[src/rtl/dtc_pkg.sv]
// +----------------------------------------------------------------------------+
// | Module   : dtc_pkg                                                         |
// | Brief    : Shared constants and decode helpers for dtc thermometer words.  |
// | Revision : 1.0                                                            |
// +----------------------------------------------------------------------------+
`default_nettype none

package dtc_pkg;

  localparam int DTC_W = 12;

  function automatic int lvl_w(input int w);
    return $clog2(w + 1);
  endfunction

  localparam int DTC_LW = lvl_w(DTC_W);

  // Computed one bit wider so the all-ones word does not wrap to zero on +1.
  function automatic logic therm_legal(input logic [DTC_W-1:0] d);
    logic [DTC_W:0] w_x;
    w_x = {1'b0, d};
    return ((w_x & (w_x + 1'b1)) == '0);
  endfunction

  function automatic logic [DTC_LW-1:0] popcnt(input logic [DTC_W-1:0] d);
    logic [DTC_LW-1:0] w_cnt;
    w_cnt = '0;
    for (int i = 0; i < DTC_W; i++) begin
      w_cnt = w_cnt + {{(DTC_LW-1){1'b0}}, d[i]};
    end
    return w_cnt;
  endfunction

endpackage

`default_nettype wire

[src/rtl/dtc_win_acc.sv]
// +----------------------------------------------------------------------------+
// | Module   : dtc_win_acc                                                     |
// | Brief    : Windowed level accumulator with sticky error over WIN samples.  |
// | Revision : 1.0                                                            |
// +----------------------------------------------------------------------------+
`default_nettype none

module dtc_win_acc
  import dtc_pkg::*;
#(
  parameter int LW  = 4,
  parameter int WIN = 8,
  parameter int SW  = 7
) (
  input  logic          clk,
  input  logic          rst,
  input  logic          xfer,
  input  logic [LW-1:0] level,
  input  logic          err,
  output logic          win_valid,
  output logic [SW-1:0] win_sum,
  output logic          win_err
);

  localparam int CW = (WIN > 1) ? $clog2(WIN) : 1;
  localparam logic [CW-1:0] C_LAST = CW'(WIN - 1);

  logic [CW-1:0] r_cnt;
  logic [SW-1:0] r_acc;
  logic          r_acc_err;
  logic [SW-1:0] w_level_ext;
  logic          r_win_valid;
  logic [SW-1:0] r_win_sum;
  logic          r_win_err;

  assign w_level_ext = {{(SW-LW){1'b0}}, level};

  // The closing sample folds straight into the result, so the next window
  // starts from zero on the following transfer without any gap.
  always_ff @(posedge clk) begin
    if (rst) begin
      r_cnt       <= '0;
      r_acc       <= '0;
      r_acc_err   <= 1'b0;
      r_win_valid <= 1'b0;
      r_win_sum   <= '0;
      r_win_err   <= 1'b0;
    end else begin
      r_win_valid <= 1'b0;
      if (xfer) begin
        if (r_cnt == C_LAST) begin
          r_win_sum   <= r_acc + w_level_ext;
          r_win_err   <= r_acc_err | err;
          r_win_valid <= 1'b1;
          r_acc       <= '0;
          r_acc_err   <= 1'b0;
          r_cnt       <= '0;
        end else begin
          r_acc     <= r_acc + w_level_ext;
          r_acc_err <= r_acc_err | err;
          r_cnt     <= r_cnt + 1'b1;
        end
      end
    end
  end

  assign win_valid = r_win_valid;
  assign win_sum   = r_win_sum;
  assign win_err   = r_win_err;

endmodule

`default_nettype wire

[src/rtl/dtc_therm_decoder.sv]
// +----------------------------------------------------------------------------+
// | Module   : dtc_therm_decoder                                               |
// | Brief    : Thermometer-word decoder with windowed sum; optional error      |
// |            counter port when DTC_ERR_CNT_EN is defined.                    |
// | Revision : 1.0                                                            |
// +----------------------------------------------------------------------------+
`default_nettype none

module dtc_therm_decoder
  import dtc_pkg::*;
#(
  parameter int W   = DTC_W,
  parameter int LW  = lvl_w(W),
  parameter int WIN = 8,
  parameter int SW  = $clog2(WIN * W + 1)
) (
  input  logic          clk,
  input  logic          rst,
  input  logic          s_valid,
  input  logic [W-1:0]  s_data,
  output logic          s_ready,
  output logic          m_valid,
  output logic [LW-1:0] m_level,
  output logic          m_err,
  input  logic          m_ready,
  output logic          win_valid,
  output logic [SW-1:0] win_sum,
  output logic          win_err
`ifdef DTC_ERR_CNT_EN
  ,
  output logic [15:0]   err_cnt
`endif
);

  logic          r_m_valid;
  logic [LW-1:0] r_m_level;
  logic          r_m_err;
  logic          w_in_xfer;
  logic          w_out_xfer;
  logic [LW-1:0] w_level;
  logic          w_illegal;

  assign w_level    = LW'(popcnt(s_data));
  assign w_illegal  = !therm_legal(s_data);
  assign s_ready    = !r_m_valid || m_ready;
  assign w_in_xfer  = s_valid && s_ready;
  assign w_out_xfer = r_m_valid && m_ready;

  always_ff @(posedge clk) begin
    if (rst) begin
      r_m_valid <= 1'b0;
      r_m_level <= '0;
      r_m_err   <= 1'b0;
    end else if (w_in_xfer) begin
      r_m_valid <= 1'b1;
      r_m_level <= w_level;
      r_m_err   <= w_illegal;
    end else if (w_out_xfer) begin
      r_m_valid <= 1'b0;
    end
  end

  assign m_valid = r_m_valid;
  assign m_level = r_m_level;
  assign m_err   = r_m_err;

  dtc_win_acc #(
    .LW  (LW),
    .WIN (WIN),
    .SW  (SW)
  ) u_win_acc (
    .clk       (clk),
    .rst       (rst),
    .xfer      (w_out_xfer),
    .level     (r_m_level),
    .err       (r_m_err),
    .win_valid (win_valid),
    .win_sum   (win_sum),
    .win_err   (win_err)
  );

`ifdef DTC_ERR_CNT_EN
  logic [15:0] r_err_cnt;

  always_ff @(posedge clk) begin
    if (rst) begin
      r_err_cnt <= '0;
    end else if (w_out_xfer && r_m_err && (r_err_cnt != 16'hFFFF)) begin
      r_err_cnt <= r_err_cnt + 16'd1;
    end
  end

  assign err_cnt = r_err_cnt;
`endif

endmodule

`default_nettype wire

[config.mk]
export PLATFORM = sky130hd
export DESIGN_NAME = dtc_therm_decoder
export DESIGN_NICKNAME = d
export VERILOG_FILES = /design/src/rtl/dtc_pkg.sv /design/src/rtl/dtc_win_acc.sv /design/src/rtl/dtc_therm_decoder.sv
export SDC_FILE = /design/constraint.sdc
export NUM_CORES = 1
export LEC_CHECK = 0
export BUFFER_PORTS_ARGS = -buffer_cell sky130_fd_sc_hd__buf_2
export CAP_MARGIN = 25
export CORE_UTILIZATION = 35
export DETAILED_ROUTE_END_ITERATION = 10
export GPL_TIMING_DRIVEN = 0
export PLACE_DENSITY_LB_ADDON = 0.3
export SYNTH_ARGS = -nofsm -noshare
export SYNTH_HDL_FRONTEND = slang
export SYNTH_HIERARCHICAL = 1
export SYNTH_SLANG_ARGS = --single-unit
[constraint.sdc]
create_clock -name clk -period 4.2 [get_ports clk]
set_input_delay 0.42 -clock clk [delete_from_list [all_inputs] [get_ports clk]]
set_output_delay 0.42 -clock clk [all_outputs]
set_load 0.01 [all_outputs]
==> impl_results.md <==
* Final wirelength at 3092 um
* Slew headroom at 45.86%
* CTS tree: built
* Period minus WS final at 3.369 ns
* Global-route usage over all layers at 14.18%
* Startpoint of the worst setup timing path: s_data[0]
* Placement Rows at 24
* Via count of the first global-routing pass at 1,278
* Average vias per placed instance at 4.857
* Mapped Nets at 214
* Number of flops mapped to enable cells by yosys at 0
* Capturing element type of the critical path: register
* DR WL/cell at 11.67 um
* Hold-fix buffers, CTS at 0
* Skew-Pair Late Insertion Delay at 0.27 ns
* Maximum number of pins on one net before global-route repair at 16
* Fraction of final layout cells sized beyond drive strength 1 at around 18%
* Number of buffers created by CTS at 3
* Element type at the critical path start: input pin
* Total placed instance area at 1805 um2
* Avg Synthesized Cell Area at 8.906 um2
* Most area-hungry cell type in the Yosys netlist: dfxtp_1
* Setup Crit Path Kind: in -> reg
* Total number of vias at 1,287
* Cell leakage power at 0.8740 nW
* Final design area excluding fillers at around 1900 um2
* Maximum Capacitance Violations at 0
* CTS clk-pin slew, worst paths at around 0.090 ns
* Reg-to-reg critical path startpoint: u_win_acc/r_cnt[0]
* Setup violation total in the final timing report at 0
* DRC violation total after the first TritonRoute iteration at 100
* Areal power density over the cells at 353.1 nW/um2
* Post-synthesis sequential area ratio at 32.83%
* Total of flip-flops plus latches after synthesis at 26
* Detail Placement HPWL at 2396 um
* Setup repair after global routing missed its margin: false
* Arrival time worst endpoint at about 3.6 ns
* Die height at 69.30 um
* H-tree lvl count at 1
* Largest cells by area after synthesis: dfxtp_1 33%, fa_1 10%, ha_1 9.5%
* Post-CTS repair timing setup buffer count at 0
* Upper clock frequency limit at around 300 MHz
* Worst hold path class: in -> reg
* Remaining antenna violation count at 0
* Number of cells upsized or downsized after cts at 0
* X dimension of the die at 69.30 um
* Share of flip-flops with an asynchronous set or reset after synthesis at 0%
* DRT Pass-1 Iters at 4
* Mapped Area at roughly 1600 um2
* Maximum net fanout on the critical path at 5
* Initial Util at between 30 and 40%
* Slew @ Worst Pin at a little over 0.8 ns
* Result of the run: completed
* Number of I/O pins at 32
* Reg-to-reg setup timing slack at 2.28 ns
* Worst Skew at 0.004078 ns
* Share of the clock period used by the worst path at roughly four fifths
* Worst hold path startpoint: s_valid
* Grt ovf at 0
* Top cell types by occurrence after synthesis: 26 x dfxtp_1, 19 x inv_1, 14 x nand2_1, 14 x nor2_1, 12 x ha_1
* Share of Yosys cell area claimed by the top area cell type at between 30% and 40%
* Layout Area Growth over Synthesis at 18.39%
* Distinct cells, synth at 43
* Number of hold violations in the final report at 0
* Maximum vdd drop at about 0.16 mV
* Top flip-flop cell by instance count after synthesis: dfxtp_1
* Utilization of the core after routing at between 40% and 50%
* Routability congestion estimate from global placement at 0.7960
* Number of input and output port buffers inserted at 31
* Largest buffer count on any clock path at 2
* Leading cell type by number of instances after synthesis: dfxtp_1
* Clock root buffer: clkbuf_8
* DRC viols at 0
* Die area at 4802 um2
* Standard cell core area at 4354 um2
* Antenna violations before repair at 0
* CP Data Required Time at between 4 and 5 ns
* Count of clock tree sinks at 26
* Global-route wire length before repair at 5733 um
* Syn Inst Count at 178
* Inserted Diodes at 0
* Final-layout setup total negative slack at 0 ns
* Number of slew-limit violations in the final report at 0
* Net count reported at finish at 250
* Yosys synthesis warning count at 6
## critical path: stages
cell and delay, ns:
buf_2 0.13, inv_1 0.08, fa_1 0.51, fa_1 0.54, fa_1 0.43, fa_1 0.49
inv_1 0.04, ha_1 0.20, fa_1 0.38, xnor2_1 0.14, a211oi_1 0.21
## report_power, final
group | internal [mW] | switching, mW | total (mW) | leakage [nW]
logic | 0.0850 | 0.0974 | 0.182 | 0.627
clock network | 0.127 | 0.0779 | 0.205 | 0.0357
registers | 0.261 | 0.0145 | 0.275 | 0.211
total | 0.473 | 0.190 | 0.663 | 0.874
## path summary, 6_finish.rpt
kind                               end  depth (start not counted)
setup / recovery            m_level[2]                         11
setup reg to reg  u_win_acc/win_sum[0]                          5
hold / removal                 m_valid                          3
hold reg to reg      u_win_acc/win_err                          2
## sequential cells by signal, summed over array words and instances (netlist names)
signal and flops:
m_err 1, m_level 4, m_valid 1, u_win_acc/r_acc 7
u_win_acc/r_acc_err 1, u_win_acc/r_cnt 3, u_win_acc/win_err 1, u_win_acc/win_sum 7
u_win_acc/win_valid 1
## cells in the final DEF (no fill, tap or decap), drive strengths merged, types with 4 or more instances in the layout
master	instances
a21oi	10
a31oi	4
buf	33
clkbuf	6
dfxtp	26
fa	8
ha	12
inv	19
nand2	14
nand2b	8
nand3b	4
nor2	14
o21ai	7
## metrics by stage
stage / total power, mW / hold slack (ns) / setup WS (ns) / std cells
2_1_floorplan: 0.4121 / 0.4498 / 0.8121 / 178
3_3_place_gp: 0.4632 / 0.4234 / 0.5434 / 261
3_5_place_dp: 0.4666 / 0.4268 / 0.5411 / 261
4_1_cts: 0.6754 / 0.3852 / 0.8262 / 265
5_1_grt: 0.7164 / 0.4038 / 0.6307 / 265
6_report: 0.6627 / 0.3928 / 0.8308 / 265
## final cells by class
type                    count  area, um2
fillers                   449       2477
inverters                  19      71.32
multi-input cells         128      973.4
well taps                  52      65.06
repair buffers             31      155.1
clock inverters             1      30.03
flip-flops and latches     26      520.5
plain buffers               5      20.02
clock buffers               3      41.29
## routing by layer
layer | up-vias | global-route usage (%) | wire (um)
met2 | 25 | 22.55 | 1298
met3 | 2 | 2.762 | 109
met5 | - | 0 | 0
li1 | 680 | - | -
met1 | 580 | 20.33 | 1665
met4 | 0 | 2.041 | 19
## logic make-up after synthesis
kind of cell | Yosys count | share of synthesized area, %
adder cells (fa/ha/maj) | 20 | 19.57
multiplexers | 3 | 1.894
XOR/XNOR | 6 | 3.316
buffers and inverters | 24 | 5.761
AND/OR/NAND/NOR | 60 | 20.21
flip-flops | 26 | 32.83
AO/OA/AOI/OAI | 39 | 16.42
No activity file was read; power rests on OpenSTA's default activity.
